## src/rtl/alu_sequencer.sv

```systemverilog
// alu_sequencer: valid/ready operation sequencer that drives an N-bit ALU and registers its selected result
module alu_sequencer #(
  parameter int N = 4,
  parameter int MULT_LAT = 2
) (
  input  logic              clk,
  input  logic              rst,
  input  logic              in_valid,
  output logic              in_ready,
  input  logic [3:0]        op,
  input  logic [N-1:0]      a_in,
  input  logic [N-1:0]      b_in,
  input  logic              cin_in,
  input  logic [$clog2(N):0] shamt_in,
  output logic [N-1:0]      alu_a,
  output logic [N-1:0]      alu_b,
  output logic              alu_cin,
  output logic [$clog2(N):0] alu_shamt,
  input  logic [10*N-1:0]   res_bus,
  input  logic [5:0]        cv_bus,
  output logic              out_valid,
  input  logic              out_ready,
  output logic [N-1:0]      result,
  output logic              flag_z,
  output logic              flag_n,
  output logic              flag_c,
  output logic              flag_v,
  output logic              err,
  output logic              busy,
  output logic [7:0]        op_count
);
  localparam int CW = (MULT_LAT > 1) ? $clog2(MULT_LAT) : 1;
  typedef enum logic [1:0] {IDLE, EXEC, WAIT_MUL, DONE} state_t;
  state_t state, state_nx;
  logic [3:0] op_r;
  logic [CW-1:0] cnt;
  logic accept, capture, consume, illegal, div0, c_nx, v_nx;
  logic [N-1:0] sel, res_nx;
  assign in_ready = state == IDLE;
  assign out_valid = state == DONE;
  assign busy = state != IDLE;
  // state register
  always_ff @(posedge clk) begin
    if (!rst) state <= IDLE;
    else state <= state_nx;
  end
  // next state and the accept/capture/consume strobes
  always_comb begin
    state_nx = state;
    accept = 1'b0;
    capture = 1'b0;
    consume = 1'b0;
    case (state)
      IDLE: if (in_valid) begin
        accept = 1'b1;
        state_nx = (op == 4'd2 && MULT_LAT > 1) ? WAIT_MUL : EXEC;
      end
      EXEC: begin
        capture = 1'b1;
        state_nx = DONE;
      end
      WAIT_MUL: if (cnt == CW'(MULT_LAT - 1)) begin
        capture = 1'b1;
        state_nx = DONE;
      end
      DONE: if (out_ready) begin
        consume = 1'b1;
        state_nx = IDLE;
      end
      default: state_nx = IDLE;
    endcase
  end
  // pick the ALU slice for the latched opcode and apply the error overrides
  always_comb begin
    illegal = op_r > 4'd9;
    div0 = (op_r == 4'd3 || op_r == 4'd4) && alu_b == '0;
    sel = res_bus[(illegal ? 0 : int'(op_r)) * N +: N];
    res_nx = illegal ? '0 : div0 ? '1 : sel;
    c_nx = op_r == 4'd0 ? cv_bus[0] : op_r == 4'd1 ? cv_bus[2] : op_r == 4'd2 ? cv_bus[4] : 1'b0;
    v_nx = op_r == 4'd0 ? cv_bus[1] : op_r == 4'd1 ? cv_bus[3] : op_r == 4'd2 ? cv_bus[5] : 1'b0;
  end
  // operand latch, multiply wait counter, result/flag capture and completion count
  always_ff @(posedge clk) begin
    if (!rst) begin
      alu_a <= '0;
      alu_b <= '0;
      alu_cin <= 1'b0;
      alu_shamt <= '0;
      op_r <= '0;
      cnt <= '0;
      result <= '0;
      flag_z <= 1'b0;
      flag_n <= 1'b0;
      flag_c <= 1'b0;
      flag_v <= 1'b0;
      err <= 1'b0;
      op_count <= '0;
    end else begin
      if (accept) begin
        alu_a <= a_in;
        alu_b <= b_in;
        alu_cin <= cin_in;
        alu_shamt <= shamt_in;
        op_r <= op;
        cnt <= '0;
      end else if (state == WAIT_MUL) cnt <= cnt + 1'b1;
      if (capture) begin
        result <= res_nx;
        flag_z <= res_nx == '0;
        flag_n <= res_nx[N-1];
        flag_c <= c_nx;
        flag_v <= v_nx;
        err <= illegal | div0;
      end
      if (consume) op_count <= op_count + 8'd1;
    end
  end
endmodule
```

## config.mk

```make
export PLATFORM = sky130hd
export DESIGN_NAME = alu_sequencer
export DESIGN_NICKNAME = d
export VERILOG_FILES = /design/src/rtl/alu_sequencer.sv
export SDC_FILE = /design/constraint.sdc
export NUM_CORES = 1
export LEC_CHECK = 0
export CORE_UTILIZATION = 37
export DETAILED_ROUTE_END_ITERATION = 10
export PLACE_DENSITY = 0.81
export SLEW_MARGIN = 40
export SYNTH_ARGS = -nofsm -noshare
export SYNTH_HDL_FRONTEND = slang
export SYNTH_SLANG_ARGS = --single-unit
export TNS_END_PERCENT = 10
```

## constraint.sdc

```tcl
create_clock -name clk -period 1.7 [get_ports clk]
set_clock_uncertainty 0.05 [all_clocks]
set_input_delay 0.255 -clock clk [delete_from_list [all_inputs] [get_ports clk]]
set_output_delay 0.255 -clock clk [all_outputs]
set_load 0.02 [all_outputs]
```

==> Word-level counts from Yosys, hierarchy flattened <==
Cells that the tools add are included.
{ "totals": {"reg_bits": 36, "input_bits": 66, "out_inout_bits": 32, "elab_cells": 60} }
{ "classes": {"add_sub_neg": 2, "magnitude_cmp": 1, "n_eq_ne": 11, "shifts": 1, "n_mux": 20, "n_bitwise": 2, "n_reduce_logical": 9} }
{ "ops": {"columns": ["operator", "n"], "rows": [
  ["$shiftx A40 B7 Y4", 1],
  ["$eq A4 B2 Y1 const B", 3],
  ["$logic_not A4 Y1", 3],
  ["$mux W4", 3],
  ["$mux W1", 11],
  ["$add A8 B1 Y8 const B", 1],
  ["$mux W2", 4],
  ["$pmux W2 S4", 1],
  ["$eq A2 B2 Y1 const B", 2],
  ["$eq A4 B1 Y1 const B", 1],
  ["$eq A4 B3 Y1 const B", 1],
  ["$gt A4 B4 Y1 const B", 1],
  ["$ne A2 B2 Y1 const B", 2],
  ["$reduce_and A3 Y1", 1],
  ["$eq A2 B1 Y1 const B", 1],
  ["$logic_not A2 Y1", 1],
  ["$ne A2 B1 Y1 const B", 1],
  ["$pmux W1 S2", 1],
  ["$reduce_bool A2 Y1", 1],
  ["$reduce_or A2 Y1", 1],
  ["$add A1 B1 Y1 const B", 1],
  ["$logic_and A1 B1 Y1", 1],
  ["$logic_or A1 B1 Y1", 1],
  ["$not A1 Y1", 1],
  ["$or A1 B1 Y1", 1]
]} }

==> Longest topological paths before layout <==
Gate-level depths: netlist (run 1).
{ "logic_depth": {"depth_word": 6, "ltp_mapped": 8, "mapped_depth_nobuf": 7} }

==> Worst setup path after synthesis (run 1) <==
OpenSTA, ideal clock, no wires.
{ "synth_timing": {"kind": "reg-to-reg", "start": "reg state[0]", "end": "reg op_count[7]", "setup_time_ns": 0.115, "arrival_ns": 1.667, "required_time_ns": 1.535, "path_slack_ns": -0.132, "path_stages_with_launch": 6, "path_buffers": 0, "period_less_slack_ns": 1.832, "cell_sequence": "dfxtp_1 ha_1 nand2_1 or4_1 xnor2_1 and2_1"} }
{ "synth_between": {"elab_chain_len": 2} }
{ "synth_lines": {"columns": ["element", "line", "rtl"], "rows": [
  ["from (decl)", "34", "state_t state, state_nx;"],
  ["from (signal assigned)", "45", "else state <= state_nx;"],
  ["$eq A2 B2 Y1", null, null],
  ["via out_valid", "21", "output logic out_valid,"],
  ["$mux W1", "53", "case (state)"],
  ["to (signal assigned)", "115", "if (consume) op_count <= op_count + 8'd1;"],
  ["to (decl)", "30", "output logic [7:0] op_count"]
]} }
The timed path passes the listed nets, and every way through them passes these cells.
A chain may end at the register's enable or synchronous reset.

==> Final worst setup path (run 1) <==
{ "layout_timing": {"start": "reg op_r[3]", "end": "reg flag_z"} }
{ "layout_between": {"elab_chain_len": 6, "elab_cells_between_ends": 10, "classes_between": "1 x order compare; 2 x eq/ne; 1 x shift; 3 x mux; 3 x reduce/logical"} }
{ "layout_lines": {"columns": ["element", "line", "rtl"], "rows": [
  ["from (decl)", "35", "logic [3:0] op_r;"],
  ["from (signal assigned)", "104", "op_r <= op;"],
  ["$gt A4 B4 Y1, or another cell as far along", "75", "illegal = op_r > 4'd9;"],
  ["$mux W4 / $logic_or A1 B1 Y1 (equally long branches)", "77, 76", null],
  ["$shiftx A40 B7 Y4 / $logic_and A1 B1 Y1 (equally long branches)", "77, 76", null],
  ["$mux W4", "78", "res_nx = illegal ? '0 : div0 ? '1 : sel;"],
  ["$mux W4 (*)", "78", null],
  ["$logic_not A4 Y1 (*)", "109", "flag_z <= res_nx == '0;"],
  ["to (signal assigned)", "92", "flag_z <= 1'b0;"],
  ["to (signal assigned)", "109", null],
  ["to (decl)", "24", "output logic flag_z,"]
]} }
Mark *: on every way between the ends. The rest lies on a longest branch, timed or not.

==> results.txt, run 1 <==
The remaining routing DRC violations came out at 0. Yosys attributes the largest share of cell area to dfxtp_1 34%, nand2_1 7.7%, a21boi_0 7.3%. The average instance area after synthesis came out at just under 9 um^2. The number of synthesized flops with an enable pin is 0. The number of gates on the worst path with buffers counted is 6. The number of rows created at floorplan came out at 26. In this run the critical register-to-register path is captured at flag_z$_SDFFE_PN0P_. Counting the fill cells in the layout gives 443. The initial antenna violation count came out at 0. The classification of the worst-slack hold path is flop to flop. The power share of the clock group came out at 16.7%. Including well taps, the total number of placed cells is 420. The congestion estimate from routability-driven global placement came to about 0.84. For this run, the top clock speed supported by timing is ~0.55 GHz. The combined global-route utilization of all metal layers is between 15 and 20%.

The clock insertion delay at the later pin of the skew report is between 200 and 300 ps. TritonCTS built the clock tree. The net switching share of the total power is 36.5%.

The chip width is around 76 um. For the pin with the worst max-slew slack, the measured transition is about 350 ps. The number of antenna diodes in the final layout is 0. The count of antenna-violating nets left after detailed routing came out at 0. The tightest hold path in the finished design has a slack of 414 ps.

STA classifies the critical path startpoint as a flop. The final worst slack is -105 ps. The portion of the post-synthesis area used by sequential elements is between 30% and 40%.

In the final design database the tool counted 430 nets. The share of power burned in registers came out at approximately a third. The area share of the largest cell type after synthesis came out at 34.2%. The number of maximum-capacitance constraint violations is 0.

The starting density of the core is between 30% and 40%. The length in cells of the worst reg-to-reg path is 6. The placeable core region came out at roughly 5200 um^2. In the final routed layout, each cell accounts on average for 13.5 um. The proportion of synthesized flip-flops having asynchronous set or reset came out at 0%. The design internal power came out at 2230 uW. The worst pin sits at a relative slew slack of roughly three quarters. The die extent in y came out at 76.4 um. The via count of the first global-routing pass came out at roughly 2100. The capture point of the worst path is flag_z$_SDFFE_PN0P_. The global route total overflow is 0.

For the worst setup path, the data arrival time is approximately 2000 ps. The via-per-instance ratio is 4.87. The wire length of the first global-routing pass is just over 9 mm.

The number of standard cells in the final layout excluding fillers is 429. In this run the count of I/O pins placed on the die edge is a little under 100. The count of endpoints failing hold in the final timing report is 0. The number of setup violations in the final report came out at 3.

The synthesis-stage register bit count came out at 35. The core occupancy in the finished layout came out at approximately two thirds. The total number of H-tree levels came out at 2. In this run the static leakage power is approximately 0.0013 uW. The biggest area contributor in the post-synthesis netlist is dfxtp_1. The signal on the critical path passes through or2_1, mux4_2, o211ai_1, and3_1, o21ai_2, o32ai_2. The number of detailed-route iterations in the first pass is 4.

The count of routing violations after the opening detailed-route iteration came out at between 90 and 100. The worst reg2reg path startpoint is op_r[3]$_SDFFE_PN0P_. The accumulated negative setup slack came out at -205 ps.

The number of synthesis warnings is 0. The sequential cell area in the final layout came out at approximately 710 um^2. The total power density per cell area is 1030 nW/um^2.

The synthesized netlist cell count is ~240. The largest fanout on the critical path came out at 5. STA puts the critical path data required time at roughly 1900 ps. The max-slew violation total from the final report is 0. In the synthesized netlist the dominant register cell turns out to be dfxtp_1. The count of input and output buffers came out at 97. The post-cts hold buffer count came out at 0. The register-to-register path setup slack is -110 ps. The run finished, with violations left. The largest individual stage delay along the critical path comes from the cell mux4_2. Of the available clock period, the critical path in the final layout requires 106%. After clock tree synthesis, the clock-pin slew on the worst setup and hold paths is roughly 70 ps. The worst vdd rail ir drop is roughly 0.74 mV. The most frequently used cell type in the post-synthesis netlist is nand2_1. The number of nets handed over by synthesis was 307.

The maximum single-stage delay on the critical path came out at approximately 470 ps. The summed area of non-filler cells in the final layout is 3380 um^2. The area overhead of the layout relative to synthesis came out at 65.2%. The number of distinct library cells after synthesis came out at 52. The wire-length estimate of the detail-placed layout is approximately 4.4 mm. The number of vias after detailed routing is ~2100. On the critical path the largest part of the delay comes from multiplexers. The cell sitting at the root of the clock tree is a clkbuf_8. Entering global routing, the biggest net connects 23 pins.

The largest buffer count on any clock path is 2. After detailed placement, the total cell area comes to around 3200 um^2. The cell area after technology mapping came out at about 2000 um^2.

The final reports fail on negative setup slack. The launch point of the worst path is op_r[3]$_SDFFE_PN0P_. The minimum period implied by the final worst setup slack came out at about 1800 ps. By count the netlist is led by 42 x nand2_1, 35 x dfxtp_1, 20 x a21boi_0, 16 x inv_1, 12 x nor2_1. The total wire length came out at 5.78 mm. Setup repair after global routing could not meet its margin everywhere. The switching power came out at between 1000 and 1500 uW.

The critical setup path kind is flop to flop. The sum of buffers and inverters on the critical path came out at 0. The multi-input gate area in the final layout came out at roughly 1200 um^2. Counting every sink on the clock net gives 35. The area enclosed by the die boundary is 5840 um^2. Of the cells placed in the final design, the portion with a size suffix greater than 1 is between 10% and 20%. The worst setup path is captured at a flop. The number of clock buffers inserted by TritonCTS came out at 5. The part of the total power dissipated in combinational logic came out at between 50% and 60%.
[final cells by class]
cell class | count | area share (%)
inverter | 16 | 1.77
sequential | 35 | 21.1
clock buffer | 7 | 2.26
multi-input combinational | 171 | 36.2
timing repair buffer | 129 | 35.9
clock inverter | 1 | 0.148
tap | 70 | 2.59
[state kept, by name, summed over array words and instances, names as in the netlist]
name and flops:
state 2, alu_shamt 3, flag_z 1, alu_cin 1
alu_b 4, cnt 1, flag_c 1, alu_a 4
flag_v 1, result 4, op_r 4, err 1
op_count 8
[how the worst min path moves through the flow]
| stage | start | endpoint | cells after the start |
|---|---|---|---|
| floorplan | op[0] | op_r[0]$_SDFFE_PN0P_ | 2 |
| global placement | alu_cin$_SDFFE_PN0P_ | alu_cin$_SDFFE_PN0P_ | 2 |
| detailed placement | alu_cin$_SDFFE_PN0P_ | alu_cin$_SDFFE_PN0P_ | 2 |
| CTS | alu_cin$_SDFFE_PN0P_ | alu_cin$_SDFFE_PN0P_ | 2 |
| global route | alu_shamt[2]$_SDFFE_PN0P_ | alu_shamt[2]$_SDFFE_PN0P_ | 2 |
| finish | alu_cin$_SDFFE_PN0P_ | alu_cin$_SDFFE_PN0P_ | 2 |
[per-layer routing]
layer	up-vias	part of all wire [%]	global-route usage (%)	wire length, um
li1	1056	-	-	-
met1	954	43	23.5	2490
met2	73	48	33.5	2790
met3	8	7.3	6.23	422
met4	0	1.3	5.77	74
met5	-	0	0	0
[repair_timing]
action | CTS | global route
buffers inserted | 0 | 1
setup endpoints to repair | 11 | 17
pin swaps | 1 | 6
resized for setup | 8 | 17
[power by group through the flow]
stage                     registers (uW)  clock network, uW  logic (uW)
final                               1120                587        1790
after global routing                1150                645        1950
after CTS                           1110                600        1740
after detailed placement            1130                  0        1750
after global placement              1120                  0        1710
after floorplan                     1220                  0         884
[cells by family after synthesis]
| logic type | after synthesis | synth area share, % |
|---|---|---|
| AOI/OAI and AO/OA | 53 | 20.2 |
| xor gates and xnor gates | 7 | 2.99 |
| adders and majority gates | 6 | 3.67 |
| buffers and inverters | 29 | 8.43 |
| DFF | 35 | 34.2 |
| muxes | 15 | 9.41 |
| and+or+nand+nor | 90 | 21.1 |
[worst min-delay path: cells and delay by family (launching register included)]
kind / cells / cell delay [ps]
AO/OA/AOI/OAI: 1 / 60
flip-flops: 1 / 310
AND/OR/NAND/NOR: 1 / 50
[layout by cell type, fill, tap and decap left out, types with 2 or more instances in the layout]
cell	instances
dfxtp_1	29
nand2b_1	2
mux2_2	3
mux4_2	3
a22oi_1	2
nand2_1	42
inv_1	16
o21ai_2	2
a21boi_0	19
nor3_2	2
and2_1	5
ha_1	5
nor2_1	11
and3_1	2
dfxtp_4	2
dfxtp_2	4
o211a_1	3
nand3_1	5
o21ai_0	4
mux2i_1	8
a21boi_1	2
a21oi_1	5
buf_4	31
a221oi_1	3
dlygate4sd2_1	2
or2_0	2
xnor2_1	6
clkbuf_1	2
nor2b_1	6
o211ai_1	2
clkdlybuf4s50_1	93
clkbuf_8	5
[metrics by stage]
stage / power [uW] / setup WS [ps]
after floorplan: 2100 / -39.9
after global routing: 3740 / -194
final: 3500 / -105
after global placement: 2830 / -351
after detailed placement: 2870 / -438
after CTS: 3450 / -200
(Power assumes the default switching activity.)
==> run 2: changes to the inputs <==
--- a/config.mk
+++ b/config.mk
@@ -5,9 +5,10 @@
 export SDC_FILE = /design/constraint.sdc
 export NUM_CORES = 1
 export LEC_CHECK = 0
-export CORE_UTILIZATION = 37
+export CORE_UTILIZATION = 25
+export CTS_CLUSTER_SIZE = 30
 export DETAILED_ROUTE_END_ITERATION = 10
-export PLACE_DENSITY = 0.81
+export PLACE_DENSITY = 0.6
 export SLEW_MARGIN = 40
 export SYNTH_ARGS = -nofsm -noshare
 export SYNTH_HDL_FRONTEND = slang
==> results.txt, run 2 (same netlist as run 1, synthesis figures left out) <==
Status: complete, but fails checks (unchanged). Failing checks: negative setup slack (unchanged). The classification of the worst-slack hold path is flop to flop (unchanged).

The chip width is 92.5 um (was 76.4 um). The endpoint of the most critical register-to-register path is flag_z$_SDFFE_PN0P_ (unchanged). The actual transition at the worst max-transition pin came out at 360 ps (was 351 ps). The length in cells of the worst reg-to-reg path is 6 (unchanged). The via-per-instance ratio came to 4.56 (was 4.87). The global route total overflow is 0 (unchanged). The fraction of the cycle the final worst path needs came to 107% (was 106%). The total half-perimeter wirelength after legalization and detailed placement is 4.72 mm (was 4.44 mm).

The critical setup path kind is flop to flop (unchanged). The net switching share of the total power is 35.7% (was 36.5%). The placeable core region is 7810 um^2 (was 5200 um^2).

The design internal power is 2310 uW (was 2230 uW). The slowest stage cell on the critical path is mux4_2 (unchanged). The worst slack after detailed placement is -402 ps (was -438 ps). The largest buffer count on any clock path is 2 (unchanged). The launch point of the worst path is op_r[3]$_SDFFE_PN0P_ (unchanged). The combined global-route utilization of all metal layers came out at 14.0% (was 19.7%). The number of diodes is 0 (unchanged). The register-to-register path setup slack is -120 ps (was -110 ps). The number of vias after detailed routing is 2112 (was 2091). The routability-driven placement congestion ratio came out at 0.806 (was 0.838). The number of filler cells placed in the layout came out at 755 (was 443). The clock edge transition at the registers on the reported setup and hold paths came out at 70 ps (about the same).

The accumulated negative setup slack is -216 ps (was -205 ps). The count of routing violations after the opening detailed-route iteration is 49 (was 98). The most frequent standard cell in the layout excluding fill and tap cells is clkdlybuf4s50_1 (unchanged). The final worst slack is -117 ps (was -105 ps).

The number of clock buffers inserted by TritonCTS came out at 5 (unchanged). The startpoint of the worst hold path is alu_a[2]$_SDFFE_PN0P_ (was alu_cin$_SDFFE_PN0P_). The clock insertion delay at the later pin of the skew report is 280 ps (about the same). CP cell instances: or2_0, mux4_2, o211ai_2, o21ai_1, nand4bb_1, o32ai_2 (was or2_1, mux4_2, o211ai_1, and3_1, o21ai_2, o32ai_2). The clock tree from TritonCTS was yes (unchanged).

The share of power burned in registers came out at 30.6% (was 32.0%). The number of setup violations in the final report came to 3 (unchanged). The cell area after placement came out at 3300 um^2 (was 3230 um^2). The count of antenna-violating nets left after detailed routing is 0 (unchanged).

The part of the total power dissipated in combinational logic came to 52.7% (was 51.2%). The leakage power summed over all cells came out at 0.00137 uW (was 0.00134 uW). The number of rows created at floorplan was 32 (was 26). The capture point of the worst path was flag_z$_SDFFE_PN0P_ (unchanged). The relative slew slack is 75.8% (was 76.4%). The minimum period implied by the final worst setup slack was 1820 ps (was 1810 ps). The most flop-heavy register is op_count (unchanged). The summed area of non-filler cells in the final layout came out at 3490 um^2 (was 3380 um^2).

The worst vdd rail ir drop is 0.612 mV (was 0.737 mV). The largest net degree at the start of global routing came out at 17 (was 23). The maximum single-stage delay on the critical path is 470 ps (about the same). The remaining routing DRC violations was 0 (unchanged).

The final hold slack came out at 419 ps (was 414 ps). The initial antenna violation count came out at 0 (unchanged). The via count of the first global-routing pass came out at 2103 (was 2075). The count of endpoints failing hold in the final timing report came out at 0 (unchanged). The number of top-level pins came out at 98 (unchanged).

Commonest cells after routing, fill and taps aside: 93 x clkdlybuf4s50_1, 42 x nand2_1, 32 x buf_4 (was 93 x clkdlybuf4s50_1, 42 x nand2_1, 31 x buf_4). The count of input and output buffers came out at 97 (unchanged). The max-slew violation total from the final report is 0 (unchanged). The number of maximum-capacitance constraint violations is 0 (unchanged). The area enclosed by the die boundary is 8560 um^2 (was 5840 um^2). The core occupancy in the finished layout is 44.7% (was 65.0%). The total wire length came out at 6.05 mm (was 5.78 mm). Setup repair after global routing missed its margin: yes (unchanged). The fraction of layout cells with a size suffix above 1 is 19.9% (was 18.7%). The wire length per cell after detailed routing is 13.1 um (was 13.5 um). The wire length of the first global-routing pass came out at 9.72 mm (was 9.31 mm). The data arrival time of the critical path came out at 1960 ps (was 1950 ps). The power share of the clock group came out at 16.7% (about the same). The area overhead of the layout relative to synthesis was 70.4% (was 65.2%). The total number of H-tree levels came to 2 (unchanged). The starting density of the core was 26.2% (was 39.4%). The startpoint kind of the worst setup timing path was a flop (unchanged). The die extent in y is 92.5 um (was 76.4 um). The required time of the critical path came out at 1840 ps (was 1850 ps). The fmax came out at 0.550 GHz (was 0.554 GHz). The switching power is 1290 uW (was 1280 uW). The number of sinks handled by clock tree synthesis came out at 35 (unchanged). The buffer type at the clock tree root is clkbuf_8 (unchanged). The total power density per cell area is 1030 nW/um^2 (about the same).

The worst reg2reg path startpoint is op_r[3]$_SDFFE_PN0P_ (unchanged). The endpoint class of the critical path is a flop (unchanged). The final-stage net count is 433 (was 430). The largest fanout on the critical path was 5 (unchanged). The post-cts hold buffer count came to 0 (unchanged).

The flip-flop count of the largest register, all copies and words added came out at 8 (unchanged). The number of detailed-route iterations in the first pass is 4 (unchanged).
==> run 2: changes by cell type in the layout (fill, tap and decap cells not counted), moves of 2 or more <==
cell / before / now
clkbuf_1: 2 / 0
nor2_1: 11 / 9
nor2_2: 1 / 3
o21ai_1: 1 / 3
o21ai_2: 2 / 0
==> run 2: critical path: cells and delay by family (launching register included) <==
family | cells | cell delay [ps]
AO/OA/AOI/OAI | 3 | 450
AND/OR/NAND/NOR | 2 | 390
flip-flops | 1 | 360
multiplexers | 1 | 470
==> run 2: power groups by stage <==
stage | Sequential (uW) | Clock, uW | Combinational, uW
3_5_place_dp | 1110 | 0 | 1820
2_1_floorplan | 1220 | 0 | 884
3_3_place_gp | 1110 | 0 | 1800
6_report | 1100 | 602 | 1900
4_1_cts | 1100 | 626 | 1830
5_1_grt | 1120 | 658 | 2070
==> run 2: what timing repair did <==
action                     CTS  global route
pin swaps                    2             5
resized for setup           11            17
buffers inserted             0             2
setup endpoints to repair    9            11
==> run 2: through the flow <==
step	power, uW	cells
floorplan	2100	235
global placement	2910	454
detailed placement	2940	454
CTS	3560	461
global route	3850	463
finish	3600	463
==> run 2: worst min-delay path by stage <==
stage,end,cells after the start
global route,alu_shamt[2]$_SDFFE_PN0P_,2
detailed placement,alu_a[2]$_SDFFE_PN0P_,2
CTS,alu_a[2]$_SDFFE_PN0P_,2
global placement,alu_a[1]$_SDFFE_PN0P_,2
floorplan,op_r[0]$_SDFFE_PN0P_,2
finish,alu_a[2]$_SDFFE_PN0P_,2
==> run 2: cell type report <==
class / instances / area, um^2 / share of cell area, %
clock inverter: 1 / 5.00 / 0.143
clock buffer: 6 / 82.6 / 2.37
tap: 102 / 128 / 3.66
inverter: 16 / 60.1 / 1.72
multi-input combinational: 171 / 1250 / 35.8
sequential: 35 / 712 / 20.4
timing repair buffer: 132 / 1250 / 35.9
==> run 2: metal layers <==
metal / up-vias / GRT usage (%) / wire [um]
met5: - / 0 / 0
met4: 0 / 2.60 / 38
met3: 4 / 4.35 / 433
met2: 64 / 23.7 / 2850
met1: 972 / 17.6 / 2730
li1: 1072 / - / -
==> run 3: changes to the inputs <==
--- a/config.mk
+++ b/config.mk
@@ -5,11 +5,12 @@
 export SDC_FILE = /design/constraint.sdc
 export NUM_CORES = 1
 export LEC_CHECK = 0
+export CORE_MARGIN = 3
 export CORE_UTILIZATION = 25
 export CTS_CLUSTER_SIZE = 30
 export DETAILED_ROUTE_END_ITERATION = 10
 export PLACE_DENSITY = 0.6
-export SLEW_MARGIN = 40
+export SLEW_MARGIN = 30
 export SYNTH_ARGS = -nofsm -noshare
 export SYNTH_HDL_FRONTEND = slang
 export SYNTH_SLANG_ARGS = --single-unit
==> results.txt, run 3 (same netlist as run 1, synthesis figures left out) <==
The net switching share of the total power is 35.8% (was 35.7%). The worst hold path stage count is 2 (unchanged). The sum of buffers and inverters on the critical path came out at 3 (was 0). Status: complete, but fails checks (unchanged). The max-slew violation total from the final report came out at 0 (unchanged). The core occupancy in the finished layout is 44.3% (was 44.7%). The switching power came out at 1290 uW (about the same). The clock edge transition at the registers on the reported setup and hold paths came out at 70 ps (about the same). The minimum period implied by the final worst setup slack was 1780 ps (was 1820 ps).

The number of gates on the worst path with buffers counted is 8 (was 6). The classification of the worst-slack hold path is flop to flop (unchanged). The placeable core region is 7850 um^2 (was 7810 um^2). The power share of the clock group came to 16.1% (was 16.7%). The worst slack after detailed placement is -392 ps (was -402 ps). The cell area after placement came to 3320 um^2 (was 3300 um^2).

The worst reg2reg path startpoint is op_r[2]$_SDFFE_PN0P_ (was op_r[3]$_SDFFE_PN0P_). The number of detailed-route iterations in the first pass is 4 (unchanged). The count of routing violations after the opening detailed-route iteration was 55 (was 49). The clock tree from TritonCTS is yes (unchanged).

The via-per-instance ratio came out at 4.45 (was 4.56). The fmax came out at 0.563 GHz (was 0.550 GHz). The register-to-register path setup slack is -80 ps (was -120 ps). The global route total overflow came out at 0 (unchanged). The startpoint of the worst hold path is alu_shamt[1]$_SDFFE_PN0P_ (was alu_a[2]$_SDFFE_PN0P_). The combined global-route utilization of all metal layers came to 12.9% (was 14.0%). Setup repair after global routing missed its margin: yes (unchanged). The required time of the critical path came out at 1870 ps (was 1840 ps). Commonest cells after routing, fill and taps aside: 94 x clkdlybuf4s50_1, 42 x nand2_1, 30 x buf_4 (was 93 x clkdlybuf4s50_1, 42 x nand2_1, 32 x buf_4). The slowest stage cell on the critical path is dfxtp_4 (was mux4_2). The number of diodes came to 0 (unchanged). The remaining routing DRC violations came to 0 (unchanged). The via count of the first global-routing pass came out at 1993 (was 2103).

The total number of H-tree levels is 2 (unchanged). The startpoint kind of the worst setup timing path is a flop (unchanged). The initial antenna violation count is 0 (unchanged). The largest buffer count on any clock path came out at 2 (unchanged). The summed area of non-filler cells in the final layout was 3480 um^2 (was 3490 um^2). The count of antenna-violating nets left after detailed routing came out at 0 (unchanged). The count of endpoints failing hold in the final timing report came out at 0 (unchanged).

Counting stages on the worst path, the most repeated cell is buf_4. The area enclosed by the die boundary is 9320 um^2 (was 8560 um^2). The dominant delay contributor by cell family on the critical path is buffers and inverters (was multiplexers). The number of filler cells placed in the layout came out at 788 (was 755). The total power density per cell area came out at 1030 nW/um^2 (about the same). The endpoint of the most critical register-to-register path is result[0]$_SDFFE_PN0P_ (was flag_z$_SDFFE_PN0P_). The final-stage net count came out at 433 (unchanged). The fraction of the cycle the final worst path needs was 105% (was 107%). The routability-driven placement congestion ratio is 0.750 (was 0.806).

The number of vias after detailed routing is 2063 (was 2112). The area overhead of the layout relative to synthesis is 69.8% (was 70.4%). The critical setup path kind is flop to flop (unchanged).

The most frequent standard cell in the layout excluding fill and tap cells was clkdlybuf4s50_1 (unchanged). The buffer type at the clock tree root is clkbuf_8 (unchanged). The wire length of the first global-routing pass is 9.40 mm (was 9.72 mm). The chip width came out at 96.5 um (was 92.5 um). The total wire length is 6.03 mm (was 6.05 mm).

The largest net degree at the start of global routing is 22 (was 17). The length in cells of the worst reg-to-reg path is 8 (was 6). The final hold slack was 409 ps (was 419 ps). The design internal power is 2310 uW (about the same). Failing checks: negative setup slack (unchanged). The wire length per cell after detailed routing is 13.0 um (was 13.1 um).

The number of setup violations in the final report came out at 2 (was 3). The part of the total power dissipated in combinational logic came out at 53.2% (was 52.7%). The number of rows created at floorplan is 32 (unchanged).

The number of maximum-capacitance constraint violations was 0 (unchanged). The share of power burned in registers came to 30.7% (was 30.6%). The number of sinks handled by clock tree synthesis is 35 (unchanged). The total half-perimeter wirelength after legalization and detailed placement is 4.75 mm (was 4.72 mm). The clock insertion delay at the later pin of the skew report came to 280 ps (about the same). The starting density of the core was 26.1% (was 26.2%). The fraction of layout cells with a size suffix above 1 is 18.8% (was 19.9%). The overall power consumption is 3600 uW (about the same). The number of clock buffers inserted by TritonCTS is 5 (unchanged). The data arrival time of the critical path came out at 1950 ps (was 1960 ps).

The die extent in y came out at 96.5 um (was 92.5 um). The largest fanout on the critical path was 7 (was 5). The post-cts hold buffer count was 0 (unchanged).

The flip-flop count of the largest register, all copies and words added is 8 (unchanged). CP cell instances: clkbuf_4, nor3b_1, buf_4, o211ai_4, buf_4, a311oi_2, mux2i_1, nor2b_1 (was or2_0, mux4_2, o211ai_2, o21ai_1, nand4bb_1, o32ai_2). The leakage power summed over all cells is 0.00136 uW (was 0.00137 uW).

The number of top-level pins is 98 (unchanged). The worst vdd rail ir drop came out at 0.495 mV (was 0.612 mV). The relative slew slack is 75.0% (was 75.8%). The endpoint class of the critical path is a flop (unchanged). The worst hold path endpoint is alu_shamt[1]$_SDFFE_PN0P_ (was alu_a[2]$_SDFFE_PN0P_).

The final worst slack came out at -77.6 ps (was -117 ps). The count of input and output buffers came out at 97 (unchanged). The actual transition at the worst max-transition pin came to 375 ps (was 360 ps).

The maximum single-stage delay on the critical path came out at 360 ps (was 470 ps). The most flop-heavy register is op_count (unchanged).
run 3: cell types whose count changed in the layout (fill, tap and decap cells not counted), sizes merged:
cell           before  now
dlymetal6s2s        1    0
clkbuf              6    8
buf                35   34
clkdlybuf4s50      93   94
run 3: how the worst max path moves through the flow:
stage / start / end / slack [ps]
final: op_r[2]$_SDFFE_PN0P_ / result[0]$_SDFFE_PN0P_ / -80
after global routing: op_r[2]$_SDFFE_PN0P_ / flag_z$_SDFFE_PN0P_ / -140
after CTS: op_r[3]$_SDFFE_PN0P_ / flag_z$_SDFFE_PN0P_ / -80
after detailed placement: res_bus[6] / flag_z$_SDFFE_PN0P_ / -390
after global placement: res_bus[6] / flag_z$_SDFFE_PN0P_ / -370
after floorplan: op_r[2]$_SDFFE_PN0P_ / flag_z$_SDFFE_PN0P_ / -40
run 3: repair_timing:
item / 4_1_cts / 5_1_grt
setup buffers: 0 / 2
resized for setup: 10 / 15
endpoints found under the setup margin: 8 / 11
pin swaps: 2 / 11
run 3: per-layer routing:
layer | track usage, % | share of wire [%]
met3 | 5.03 | 9.3
met1 | 16.7 | 44
met4 | 3.50 | 1.1
met5 | 0 | 0
met2 | 19.8 | 45
run 3: through the flow:
step	setup TNS [ps]	instances
after floorplan	-69.9	235
after global placement	-1450	455
after detailed placement	-1530	455
after CTS	-159	463
after global routing	-584	464
final	-135	464
run 3: layout make-up:
type                    count  area (um^2)  area share (%)
multi-input cells         171         1220            35.2
repair buffers            132         1270            36.6
flip-flops and latches     35          713            20.5
clock inverters             1         5.00           0.144
inverters                  16         60.1            1.73
clock buffers               7         76.3            2.19
well taps                 102          128            3.67
run 3: worst register-to-register path, stage by stage, from the launching register on:
cell      delay, ps
dfxtp_4         360
clkbuf_4        170
nor3b_1         190
buf_4           150
o211ai_4         70
buf_4           160
a311oi_2        350
mux2i_1         130
nor2b_1         110
run 3: power groups by stage:
stage	combinational, uW	sequential (uW)	clock [uW]
after global routing	2110	1130	642
after global placement	1860	1120	0
after detailed placement	1870	1120	0
final	1910	1100	580
after CTS	1860	1110	599
after floorplan	884	1220	0
